$ cat src/rtl/serial_adder_nbit.sv
// Multi-cycle adder: DIGIT full-adder slices per clock (each built from two half adders),
// ripple carry held between cycles, start/busy/done sequencing.
module serial_adder_nbit #(
  parameter int WIDTH = 8,
  parameter int DIGIT = 1
) (
  input  logic             clk,
  input  logic             rst_n,
  input  logic             start,
  input  logic [WIDTH-1:0] a,
  input  logic [WIDTH-1:0] b,
  input  logic             c_in,
  output logic             busy,
  output logic             done,
  output logic [WIDTH-1:0] sum,
  output logic             c_out,
  output logic             ovf
);

  localparam int N  = WIDTH / DIGIT;
  localparam int CW = (N > 1) ? $clog2(N) : 1;

  typedef enum logic [1:0] {IDLE, RUN, DONE} state_t;

  state_t           state, state_next;
  logic [CW-1:0]    cnt;
  logic             carry;
  logic [WIDTH-1:0] op_a, op_b, res, res_next;
  logic [DIGIT-1:0] slice_sum;
  logic             slice_cout, msb_cin, last;

  assign last = (cnt == CW'(N - 1));
  assign busy = (state == RUN);
  assign done = (state == DONE);

  // Operands shift right each cycle so the current slice always sits in the low DIGIT bits.
  always_comb begin
    logic c, hs, hc;
    c         = carry;
    hs        = 1'b0;
    hc        = 1'b0;
    slice_sum = '0;
    msb_cin   = 1'b0;
    for (int i = 0; i < DIGIT; i++) begin
      hs           = op_a[i] ^ op_b[i];
      hc           = op_a[i] & op_b[i];
      slice_sum[i] = hs ^ c;
      msb_cin      = c;
      c            = hc | (hs & c);
    end
    slice_cout = c;
  end

  assign res_next = WIDTH'({slice_sum, res} >> DIGIT);

  always_comb begin
    state_next = state;
    case (state)
      IDLE:    if (start) state_next = RUN;
      RUN:     if (last)  state_next = DONE;
      DONE:    state_next = IDLE;
      default: state_next = IDLE;
    endcase
  end

  always_ff @(posedge clk or negedge rst_n) begin
    if (!rst_n) state <= IDLE;
    else        state <= state_next;
  end

  // Result bits enter at the top of res, so after N slices it holds the full sum in order.
  always_ff @(posedge clk or negedge rst_n) begin
    if (!rst_n) begin
      cnt   <= '0;
      carry <= 1'b0;
      op_a  <= '0;
      op_b  <= '0;
      res   <= '0;
      sum   <= '0;
      c_out <= 1'b0;
      ovf   <= 1'b0;
    end else begin
      case (state)
        IDLE: begin
          if (start) begin
            op_a  <= a;
            op_b  <= b;
            carry <= c_in;
            cnt   <= '0;
          end
        end
        RUN: begin
          op_a  <= op_a >> DIGIT;
          op_b  <= op_b >> DIGIT;
          carry <= slice_cout;
          res   <= res_next;
          if (last) begin
            cnt   <= '0;
            sum   <= res_next;
            c_out <= slice_cout;
            ovf   <= msb_cin ^ slice_cout;
          end else begin
            cnt <= cnt + CW'(1);
          end
        end
        default: ;
      endcase
    end
  end

endmodule

$ cat config.mk
export PLATFORM = sky130hd
export DESIGN_NAME = serial_adder_nbit
export DESIGN_NICKNAME = d
export VERILOG_FILES = /design/src/rtl/serial_adder_nbit.sv
export SDC_FILE = /design/constraint.sdc
export NUM_CORES = 1
export LEC_CHECK = 0
export ABC_AREA = 1
export CORE_ASPECT_RATIO = 1.25
export CORE_MARGIN = 5
export CORE_UTILIZATION = 56
export DETAILED_ROUTE_END_ITERATION = 8
export PLACE_DENSITY = 0.91
export SLEW_MARGIN = 20
export SYNTH_ARGS = -nofsm -noshare
export SYNTH_HDL_FRONTEND = slang
export SYNTH_SLANG_ARGS = --single-unit
$ cat constraint.sdc
create_clock -name clk -period 3.25 [get_ports clk]
set_clock_uncertainty 0.05 [all_clocks]
set_input_delay 0.4875 -clock clk [delete_from_list [all_inputs] [get_ports clk]]
set_output_delay 0.4875 -clock clk [all_outputs]
set_load 0.005 [all_outputs]
# Yosys cells after proc, flatten, opt, wreduce, memory -nomap -nowiden

Cells that the tools add are included.

Flip-flop bits (word level): 40
Output and inout port bits: 12
Word-level logic and storage cells: 38

Add/subtract/negate cells: 1
Equal/unequal tests: 5
Multiplexer cells: 12
Bitwise operators: 6
Reduce and logical (&&, ||, !) cells: 5

Operators by type and width:

| operator                                            | number |
|---|---|
| case mux 8 bit (2 select lines)                     | 2 |
| two-way mux 8 bit                                   | 2 |
| two-way mux 3 bit                                   | 2 |
| case mux 3 bit (2 select lines)                     | 1 |
| AND reduction 2 bit                                 | 3 |
| two-way mux 2 bit                                   | 2 |
| case mux 2 bit (2 select lines)                     | 1 |
| adder 3 x 1 -> 3 bit, second input constant         | 1 |
| equality test 3 bit, second input constant          | 1 |
| bitwise XOR 1 bit                                   | 3 |
| bitwise AND 1 bit                                   | 2 |
| equality test 2 x 1 -> 1 bit, second input constant | 1 |
| equality test 2 bit, second input constant          | 1 |
| zero test 2 bit                                     | 1 |
| != test 2 x 1 -> 1 bit, second input constant       | 1 |
| != test 2 bit, second input constant                | 1 |
| case mux 1 bit (2 select lines)                     | 1 |
| nonzero test 2 bit                                  | 1 |
| two-way mux 1 bit                                   | 1 |
| bitwise OR 1 bit                                    | 1 |

# Logic depth before layout (Yosys ltp)

Depth after elaboration: 4
Mapped depth: 7
Depth with buffers taken out: 6

# Worst setup path before layout

No wires, ideal clock.

Path kind: register to output
From: register state[1]
To: output done
Arrival time: 828 ps
Required time: 2712 ps
Path slack: 1884 ps
Stages on the path, launching flop included: 5
Buffers on the path: 2
Path through: dfrtp_1 inv_2 buf_6 buf_2 nor2_1

Cells in the longest elaborated chain, start to end: 1

Ends and longest elaborated chain:

| item                     | line | RTL |
|---|---|---|
| start: declaration       | 25   | `state_t state, state_next;` |
| start signal: assignment | 68   | `else state <= state_next;` |
| equality test 2 bit      | 34   | `assign done = (state == DONE);` |
| end: declaration         | 14   | `output logic done,` |

No other way between the ends.

# Worst setup path in the final report

From: register state[0]
To: output done

Same word-level chain as after synthesis.

==> results.tsv <==
stage	metric	value	unit
job	maxCapViolations	0	
sta	period_needed	2.123	ns
routing	drc	0	
finish	multi_input_area	673.1	µm²
clock_tree	cts.clk_slew.worst_paths	0.08	ns
clock_tree	clk_path_buf_depth	2	
finish	fillers	259	
placed_design	hpwlAfterDp	2.560	mm
floorplan	fp.dieH	74.96	µm
power_and_ir_drop	p_clk_share	15.9	%
logic_synthesis	synth_nets	253	
logic_synthesis	synth_warnings	0	
routing	drt_pass1_iterations	4	
logic_synthesis	synth_area	1891	µm²
clock_tree	root_buffer	clkbuf_8	
finish	final_util	69.95	%
setup_path	ff2ff_setup_slack	1.38	ns
setup_path	r2r_cells	5	
finish	final_cells	296	
finish	area_growth	19.26	%
placed_design	gp_congestion	0.7897	
finish	seqCellArea	975.9	µm²
logic_synthesis	synthTopCellsByArea	dfrtp_1 52%, nand2_1 15%, nand3_1 8.2%	
logic_synthesis	ys_seq_area_share	51.62	%
clock_tree	clock-sinks	39	
placed_design	dp.cells	288	
logic_synthesis	ys_async_sr_fraction	100.0	%
sta	drv_slew	0	
logic_synthesis	synth-edff-count	0	
routing	num_vias	1519	
routing	avgRoutedWirePerCell	12.82	µm
floorplan	floorplan.core_area	3223	µm²
clock_tree	post-cts-setup-buffers	0	
setup_path	worst-setup-path-type	reg2out	
power_and_ir_drop	ir_drop	0.6955	mV
setup_path	cp-end-kind	primary output	
sta	hold_viol	0	
finish	drive_gt1_share	9.653	%
routing	antenna_left	0	
sta	setup_viol	0	
logic_synthesis	ys_seq_elements	39	
power_and_ir_drop	internal_power	1239	µW
setup_path	r2r_end	op_b[0]	
placed_design	port_buffers	31	
sta	worst_slew_pin_slew	0.8310	ns
routing	avgViaCountPerCell	5.132	
floorplan	rows	23	
hold_path	hp-class	in2async	
global_route	grt_usage	19.79	%
clock_tree	cts_resized	0	
power_and_ir_drop	combPwrFrac	43.1	%
clock_tree	ctsHoldBuffers	0	
global_route	grt_first_pass_wirelength	6.665	mm
clock_tree	htreeDepth	2	
global_route	overflow	0	
setup_path	endpoint	done	
routing	first_iter_violations	81	
power_and_ir_drop	seq_power_share	41.0	%
clock_tree	tritoncts	yes	
sta	fin_crit_sh	65.32	%
global_route	grt_max_degree	40	
finish	antenna_cells	0	
sta	rsz0062_at_grt	false	
setup_path	cp.arrival	1.59	ns
global_route	antenna_found_initial	0	
floorplan	dieArea	4645	µm²
setup_path	cp_data_required_time	2.71	ns
logic_synthesis	synth_cell_types	18	
sta	maxSlewHeadroom	44.60	%
power_and_ir_drop	leakagePower	0.001194	µW
logic_synthesis	yosys-top-cells-count	78 x nand2_1, 40 x inv_1, 39 x dfrtp_1, 31 x nand3_1	
power_and_ir_drop	powerDensity	914.4	nW/µm²
clock_tree	clk_latency	0.30	ns
logic_synthesis	synth_top_area_share	51.62	%
setup_path	r2r-start	state[1]	
status	status	finished clean	
logic_synthesis	avgSynthCellArea	8.220	µm²
setup_path	critPathMaxFanout	16	
power_and_ir_drop	total_power	2062	µW
logic_synthesis	synth_top_flop_cell	dfrtp_1	
routing	routed_wirelength	3.794	mm
finish	fin_nets	281	
sta	max_freq	471.1	MHz
sta	fin_tns_setup	0	ns
logic_synthesis	synthCells	230	
clock_tree	cts_made_buffers	5	
global_route	grt_pass1_vias	1525	
setup_path	crit_start	state[0]	
floorplan	initial_core_util	58.66	%
power_and_ir_drop	swShare	39.92	%
floorplan	die_w	61.97	µm
floorplan	ios	32	
power_and_ir_drop	switching_power	822.9	µW
setup_path	cp-start-kind	flip-flop	
logic_synthesis	post-synth-top-count-cell	nand2_1	
logic_synthesis	yosys.area.top_type	dfrtp_1	
==> power groups by stage <==
stage,Clock (µW),Sequential [µW],Combinational [µW]
2_1_floorplan,0,821,657
3_3_place_gp,0,841,858
3_5_place_dp,0,848,896
4_1_cts,332,845,901
5_1_grt,353,873,1020
6_report,327,846,889
==> cells in the final DEF, fill, tap and decap left out <==
cell | netlist | final
inv_2 | 2 | 2
buf_4 | 0 | 1
clkinvlp_4 | 0 | 2
clkdlybuf4s50_1 | 0 | 30
nor2_1 | 2 | 2
fa_1 | 1 | 1
nand2_1 | 78 | 78
nand2_2 | 2 | 2
inv_1 | 40 | 40
clkbuf_8 | 0 | 5
buf_2 | 4 | 1
o21ai_1 | 1 | 1
clkinv_2 | 0 | 1
o21ai_0 | 9 | 9
o21ai_2 | 9 | 9
dfrtp_1 | 39 | 39
ha_1 | 2 | 2
xor2_1 | 1 | 1
nand3_1 | 31 | 31
nor2_4 | 1 | 1
nand2_4 | 1 | 1
==> kinds of logic after synthesis <==
group | synth area share (%)
DFF | 51.62
AOI/OAI and AO/OA | 6.816
and+or+nand+nor | 25.94
xor gates and xnor gates | 0.4634
buffers and inverters | 12.77
adders and majority gates | 2.382
==> critical path, stage by stage (launching register included) <==
cell and delay [ns]:
dfrtp_1 0.44, buf_4 0.22, nor2_1 0.11, clkdlybuf4s50_1 0.52
==> area by class of cell <==
class | count | area share [%]
clock buffers | 5 | 3.052
clock inverters | 3 | 0.8879
flip-flops and latches | 39 | 43.29
well taps | 37 | 2.053
multi-input cells | 138 | 29.86
inverters | 42 | 6.992
repair buffers | 32 | 13.87
==> flip-flops by register name (all words and copies together), names as in the netlist <==
name	flops
op_a	8
op_b	8
sum	8
res	7
cnt	3
state	2
c_out	1
carry	1
ovf	1
==> through the flow <==
step | cell area [µm²] | hold WS (ns) | setup WS, ns
finish | 2255 | 0.2305 | 1.127
global placement | 2166 | 0.4136 | 1.389
global route | 2255 | 0.3125 | 1.048
CTS | 2255 | 0.2635 | 1.127
detailed placement | 2166 | 0.4196 | 1.307
floorplan | 1891 | 0.1419 | 1.884
==> how the worst min path moves through the flow <==
stage | start | end | cells past startpoint
detailed placement | sum[3] | sum[3] | 2
floorplan | rst_n | c_out | 0
finish | rst_n | op_b[1] | 1
CTS | rst_n | op_a[4] | 1
global placement | op_a[6] | op_a[6] | 2
global route | rst_n | op_a[0] | 1
==> per-layer routing <==
metal	vias up	global-route usage [%]	part of all wire, %
met5	-	0	0
met4	0	7.075	1.8
met3	6	6.518	5.7
met2	31	32.37	51
met1	731	24.18	42
li1	751	-	-
(Power assumes the default switching activity.)
